File: config.mk
export PLATFORM = sky130hd
export DESIGN_NAME = slice_arbiter
export DESIGN_NICKNAME = d
export VERILOG_FILES = /design/src/rtl/clock_pkg.sv /design/src/rtl/rr_pick.sv /design/src/rtl/slice_arbiter.sv
export SDC_FILE = /design/constraint.sdc
export NUM_CORES = 1
export LEC_CHECK = 0
export ABC_CLOCK_PERIOD_IN_PS = 1810
export CORE_MARGIN = 5
export CORE_UTILIZATION = 35
export CTS_BUF_LIST = sky130_fd_sc_hd__clkbuf_8 sky130_fd_sc_hd__clkbuf_16
export CTS_CLUSTER_SIZE = 24
export DETAILED_ROUTE_END_ITERATION = 10
export DONT_BUFFER_PORTS = 1
export PLACE_DENSITY = 0.46
export SLEW_MARGIN = 20
export SYNTH_ARGS = -nofsm -noshare
export SYNTH_HDL_FRONTEND = slang
export SYNTH_HIERARCHICAL = 1
export SYNTH_SLANG_ARGS = --single-unit
File: constraint.sdc
create_clock -name i_clk -period 1.81 [get_ports i_clk]
set_input_delay 0.2715 -clock i_clk [delete_from_list [all_inputs] [get_ports i_clk]]
set_output_delay 0.2715 -clock i_clk [all_outputs]
set_load 0.05 [all_outputs]
File: src/rtl/clock_pkg.sv
// Shared types and sizing helpers for the time-slice arbiter.
// Holds the arbiter state encoding and the slice-counter width.
package clock_pkg;

    typedef enum logic [1:0] {
        IDLE   = 2'd0,
        GRANT  = 2'd1,
        SWITCH = 2'd2
    } arb_state_e;

    // The counter must hold 0..slice, hence slice+1 distinct values.
    function automatic int time_width(input int slice);
        return (slice < 1) ? 1 : $clog2(slice + 1);
    endfunction

endpackage

File: src/rtl/rr_pick.sv
// Combinational round-robin picker: first asserted request at or after ptr,
// wrapping modulo the number of requesters.
module rr_pick #(
    parameter int p_req = 4
) (
    input  logic [p_req-1:0]         req,
    input  logic [$clog2(p_req)-1:0] ptr,
    output logic                     valid,
    output logic [$clog2(p_req)-1:0] sel
);

    always_comb begin
        int idx;
        valid = 1'b0;
        sel   = '0;
        for (int i = 0; i < p_req; i++) begin
            idx = int'(ptr) + i;
            if (idx >= p_req) begin
                idx = idx - p_req;
            end
            if (!valid && req[idx]) begin
                valid = 1'b1;
                sel   = ($clog2(p_req))'(idx);
            end
        end
    end

endmodule

File: src/rtl/slice_arbiter.sv
// Time-slice round-robin arbiter: one grantee at a time, released voluntarily
// or after p_slice counted (non-hold) cycles, with all outputs registered.
module slice_arbiter
    import clock_pkg::*;
#(
    parameter int p_req   = 4,
    parameter int p_slice = 5
) (
    input  logic                               i_clk,
    input  logic                               i_rst,
    input  logic [p_req-1:0]                   i_req,
    input  logic                               i_hold,
    output logic [p_req-1:0]                   o_grant,
    output logic [$clog2(p_req)-1:0]           o_grant_id,
    output logic                               o_valid,
    output logic [time_width(p_slice)-1:0]     o_time,
    output logic                               o_slice_end
);

    localparam int ID_W = $clog2(p_req);
    localparam int T_W  = time_width(p_slice);

    arb_state_e        state_q, state_d;
    logic [p_req-1:0]  grant_q, grant_d;
    logic [ID_W-1:0]   grant_id_q, grant_id_d;
    logic              valid_q, valid_d;
    logic [T_W-1:0]    time_q, time_d;
    logic              slice_end_q, slice_end_d;
    logic [ID_W-1:0]   ptr_q, ptr_d;

    logic              pick_valid;
    logic [ID_W-1:0]   pick_sel;
    logic [ID_W-1:0]   next_ptr;

    rr_pick #(.p_req(p_req)) u_pick (
        .req   (i_req),
        .ptr   (ptr_q),
        .valid (pick_valid),
        .sel   (pick_sel)
    );

    assign next_ptr = (grant_id_q == ID_W'(p_req - 1)) ? '0 : grant_id_q + 1'b1;

    // Release is checked before hold and expiry so a dropped request always wins.
    always_comb begin
        state_d     = state_q;
        grant_d     = grant_q;
        grant_id_d  = grant_id_q;
        valid_d     = valid_q;
        time_d      = time_q;
        slice_end_d = 1'b0;
        ptr_d       = ptr_q;
        case (state_q)
            IDLE: begin
                grant_d = '0;
                valid_d = 1'b0;
                time_d  = '0;
                if (pick_valid) begin
                    state_d    = GRANT;
                    grant_d    = {{(p_req-1){1'b0}}, 1'b1} << pick_sel;
                    grant_id_d = pick_sel;
                    valid_d    = 1'b1;
                end
            end
            GRANT: begin
                if (!i_req[grant_id_q]) begin
                    state_d = IDLE;
                    grant_d = '0;
                    valid_d = 1'b0;
                    time_d  = '0;
                    ptr_d   = next_ptr;
                end else if (i_hold) begin
                    time_d = time_q;
                end else if (time_q == T_W'(p_slice - 1)) begin
                    state_d     = SWITCH;
                    grant_d     = '0;
                    valid_d     = 1'b0;
                    time_d      = '0;
                    slice_end_d = 1'b1;
                    ptr_d       = next_ptr;
                end else begin
                    time_d = time_q + 1'b1;
                end
            end
            SWITCH: begin
                state_d = IDLE;
                grant_d = '0;
                valid_d = 1'b0;
                time_d  = '0;
            end
            default: begin
                state_d = IDLE;
                grant_d = '0;
                valid_d = 1'b0;
                time_d  = '0;
            end
        endcase
    end

    always_ff @(posedge i_clk) begin
        if (i_rst) begin
            state_q     <= IDLE;
            grant_q     <= '0;
            grant_id_q  <= '0;
            valid_q     <= 1'b0;
            time_q      <= '0;
            slice_end_q <= 1'b0;
            ptr_q       <= '0;
        end else begin
            state_q     <= state_d;
            grant_q     <= grant_d;
            grant_id_q  <= grant_id_d;
            valid_q     <= valid_d;
            time_q      <= time_d;
            slice_end_q <= slice_end_d;
            ptr_q       <= ptr_d;
        end
    end

    assign o_grant     = grant_q;
    assign o_grant_id  = grant_id_q;
    assign o_valid     = valid_q;
    assign o_time      = time_q;
    assign o_slice_end = slice_end_q;

endmodule

After elaboration in Yosys (flattened, before gate mapping)
Index checks and enable logic that the tools add are counted.

word-level totals
  flip-flop bits (word level) = 15
  output and inout bits = 11
  logic and storage cells = 96

cells by class
  add/sub/neg operators = 9
  magnitude comparators = 9
  equality and inequality tests = 8
  shift-type cells = 1
  muxes and demuxes = 47
  bitwise logic cells = 2
  reduce and logical (&&, ||, !) cells = 13

operators by type and width
  kind                                                                           count
  32-bit by 4-bit less-than comparator with 1-bit output, second input constant  4
  32-bit two-way mux                                                             4
  32-bit by 4-bit >= comparator with 1-bit output, second input constant         3
  32-bit by 4-bit subtractor with 32-bit output, second input constant           3
  2-bit two-way mux                                                              12
  1-bit two-way mux                                                              18
  4-bit two-way mux                                                              4
  1-bit binary-select mux with 2-bit select                                      5
  4-bit one-hot mux with 2 select lines                                          1
  2-bit by 2-bit adder with 3-bit output, second input constant                  2
  3-bit != test, second input constant                                           2
  3-bit AND reduction                                                            2
  2-bit != test, second input constant                                           2
  2-bit one-hot mux with 2 select lines                                          1
  2-bit AND reduction                                                            2
  4-bit OR reduction                                                             1
  1-bit by 2-bit << shifter with 4-bit output, first input constant              1
  2-bit by 3-bit subtractor with 4-bit output, second input constant             1
  2-bit by 1-bit adder with 3-bit output, second input constant                  1
  3-bit by 1-bit adder with 3-bit output, second input constant                  1
  3-bit == test, second input constant                                           1
  2-bit by 3-bit >= comparator with 1-bit output, second input constant          1
  1-bit logical AND                                                              3
  1-bit logical NOT                                                              3
  10 further kinds                                                               11

Logic depth before layout (Yosys ltp)
  depth in word-level cells = 18
  gate-level depth with buffers = 6
  gate-level depth less buffers = 6

Cells and area by module
The synthesis kept the hierarchy.

modules (own cells, without submodules)
  module         instances  cells each  area each (sq um)  sequential area each (sq um)
  slice_arbiter  1          66          684.4              300.3
  rr_pick        1          15          77.6               0.0

Least setup slack after synthesis
No wires, ideal clock.

  path kind = register to register
  from = register time_q[0] (netlist: o_time[0])
  to = register ptr_q[0]
  setup time = 0.121 ns
  arrival = 1.802 ns
  data required time = 1.689 ns
  slack = -0.113 ns
  stages on the path, launching flop included = 7
  cell sequence = dfxtp_1 -> inv_1 -> ha_1 -> nand3b_1 -> nor2_1 -> a311oi_2 -> mux2_4

on the way
  cells in the longest elaborated chain, start to end = 3

ends and longest elaborated chain
  element                                                    line                  RTL
  start, declared                                            slice_arbiter.sv:27   logic [T_W-1:0] time_q, time_d;
  start signal, assigned                                     slice_arbiter.sv:114  time_q <= time_d;
  3-bit == test                                              slice_arbiter.sv:74   end else if (time_q == T_W'(p_slice - 1)) begin
  2-bit by 1-bit != test with 1-bit output (no source line)  n/a
  3-bit AND reduction (no source line)                       n/a
  end signal, assigned                                       slice_arbiter.sv:116  ptr_q <= ptr_d;
  end, declared                                              slice_arbiter.sv:29   logic [ID_W-1:0] ptr_q, ptr_d;

Every way passes these cells.
A chain may end at the register's enable or synchronous reset.

Worst setup path after layout
Ends and elaborated chain as after synthesis.

==> metrics.txt <==
drt wl/cell=12.58 um; top cells by area, synth=dfxtp_1 39%, ha_1 4.9%, nand2b_1 4.9%; First-pass DRT Iterations=4; share of cells above drive strength 1=around a fifth; Antenna Nets Post-Route=0; grt ovf=0; Hold Fails Final Rpt=0; Max transition margin=about two thirds; Crit. Startpoint=o_time[0]; Reg-to-Reg End=ptr_q[0]; pin count of the biggest net entering global routing=10; Post-Syn Instances=81; worst hold path type=in2reg; Yosys cell types=28; antenna violations before repair=0; Post-CTS Resized=0; Fmax=around 630 MHz; DRC Markers=0; Critical Path End Type=flop; Worst-path clk slew=0.06 ns; core area=2022 sq um; crit path to=ptr_q[0]; Layout Area Growth over Synthesis=15.93%; CTS H-tree lvls=1; dominant cell type by area after synthesis=dfxtp_1; worst-margin pin slew=0.5190 ns; Syn Nets=91; r2r setup slk=~0.23 ns; worst r2r src=o_time[0]; initial core utilization=a little under two fifths; port buffer count=0; crit path launch type=flop; Root Buffer=clkbuf_8; sequential fraction of the synthesis area=roughly 39%; simple-gate share of the synthesized area=roughly 22%; Post-Syn Area=762.0 sq um; status=finished, final reports clean; Syn Area/Cell=9.407 sq um; Via density=roughly 4.9; crit path DAT=1.72 ns; first-pass GRT wire length=2.608 mm; All-Layer GR Usage=10.43%; clock sink count=15; clock latency on the worst-skew pair=between 0.2 and 0.25 ns; multiplexer share of the synthesized area=8.867%; Post-CTS Hold Fix Bufs=0; CP max FO=4; die area=around 3200 sq um; PwrDens=around 900 nW/um^2; row count=16; Die X=56.66 um; XOR/XNOR Fraction of Synth Area=1.149%; fin crit period=between 1.5 and 2 ns; HPWL after DPL=~1.2 mm; CTS buffer count=3; period utilization=87.39%; Worst Path Required=1.95 ns; Max Slew Vio Count=0; worst-case clock skew=0.004665 ns; vias in the first global route=540; maximum VDD drop=523.0 uV; Setup violations, final=0; total number of vias=579; Synth Register Bits=15; I/O pin count=18; final net count=101; TritonCTS clock tree=yes; compound-cell area share of the yosys netlist=19.21%; CTS Buffer Depth=2; Total Power=811.5 uW; RSZ-0062 raised after global routing=no; Post-Synth Adder-Cell Area=4.926%; drt initial violations=7; largest family of logic cells by synthesized area=simple AND/OR/NAND/NOR gates; setup TNS=0 ns; Post-CTS Setup Inserts=0; Yosys warning count=6; top cell type's share of synthesized area=between 30% and 40%; Max Cap Violations=0; P_leak=0.0003757 uW; Die H=56.66 um; ANT cells=0; final wirelength=1.472 mm; critical path class=reg2reg; R2R depth=6; fillers=between 200 and 250; gpl congestion=roughly 0.72
==> cell usage after synthesis <==
| library cell | instances |
|---|---|
| dfxtp_1 | 15 |
| xnor2_1 | 1 |
| mux2i_1 | 3 |
| o221ai_1 | 1 |
| nand2_1 | 4 |
| inv_1 | 7 |
| a21oi_1 | 7 |
| nand2b_1 | 6 |
| or2_1 | 1 |
| nor2b_1 | 2 |
| a21o_1 | 1 |
| mux2_4 | 1 |
| ha_1 | 3 |
| and2b_1 | 1 |
| nand3b_1 | 1 |
| o21ai_0 | 4 |
| inv_2 | 1 |
| a311oi_2 | 1 |
| nand3_1 | 1 |
| nor2_1 | 8 |
| nor2b_4 | 1 |
| a221o_1 | 1 |
| nor3_1 | 2 |
| o2bb2ai_1 | 4 |
| nand3b_4 | 1 |
| mux4_2 | 1 |
| and2_1 | 1 |
| a2111oi_2 | 1 |
==> worst max-delay path: stages (launching register included) <==
cell and delay [ns]:
dfxtp_2 0.32, inv_1 0.04, ha_1 0.20, nand3b_1 0.16
nor2_1 0.08, a311oi_2 0.35, mux2_4 0.33
==> worst min path at each step <==
stage | start | endpoint | slack, ns | cells past startpoint
after global routing | i_rst | o_grant_id[0] | 0.07 | 1
after global placement | i_rst | o_grant_id[0] | 0.34 | 1
after floorplan | i_rst | o_grant_id[0] | 0.33 | 1
after detailed placement | i_rst | o_grant_id[0] | 0.34 | 1
final | i_rst | o_grant_id[0] | 0.08 | 1
after CTS | i_rst | o_grant_id[0] | 0.08 | 1
==> sequential cells by signal (all words and copies together), names as in the netlist <==
register / flops
o_grant: 4
o_time: 3
o_grant_id: 2
ptr_q: 2
state_q: 2
o_slice_end: 1
o_valid: 1
==> area by class of cell <==
type / instances / area, sq um / share of cell area, %
sequential: 15 / 304.0 / 34.42
clock inverter: 1 / 5.005 / 0.5666
tap: 27 / 33.78 / 3.824
inverter: 8 / 30.03 / 3.399
timing repair buffer: 5 / 37.54 / 4.249
multi-input combinational: 58 / 431.7 / 48.87
clock buffer: 3 / 41.29 / 4.674
==> power breakdown <==
| part | switching [uW] | internal (uW) | total [uW] |
|---|---|---|---|
| logic | 75.2 | 61.9 | 137 |
| registers | 57.9 | 354 | 412 |
| clock network | 110 | 152 | 262 |
| total | 243 | 568 | 812 |
==> layout by cell type (no fill, tap or decap), types with 3 or more instances in the layout <==
cell       Yosys  final
dfxtp_2        0      3
o2bb2ai_1      4      4
a21oi_1        7      7
mux2i_1        3      3
dfxtp_1       15     12
clkbuf_8       0      3
nand2b_1       6      6
o21ai_0        4      4
nor2_1         8      8
nand2_1        4      4
inv_1          7      7
ha_1           3      3
buf_4          0      5
==> cell families after synthesis <==
group,after synthesis
buffers and inverters,8
muxes,5
and+or+nand+nor,29
xor gates and xnor gates,1
DFF,15
AOI/OAI and AO/OA,20
adders and majority gates,3
==> routing by layer <==
layer,GRT usage [%],wire (um),vias to the layer above
li1,-,-,302
met5,0,0,-
met4,3.051,7,0
met3,5.275,85,2
met2,14.36,620,10
met1,14.07,759,265
==> per-stage QoR <==
step	hold slack, ns	setup slack, ns	instances	area [sq um]	utilization, %
6_report	0.08481	0.2283	117	883.3	43.69
5_1_grt	0.06885	0.1099	117	883.3	43.69
4_1_cts	0.08089	0.2186	117	883.3	43.69
3_5_place_dp	0.3373	0.2306	113	837.1	41.40
3_3_place_gp	0.3411	0.2859	113	837.1	41.40
2_1_floorplan	0.3332	0.06600	81	765.7	-
Note: power is estimated with default switching activity, not from simulation.
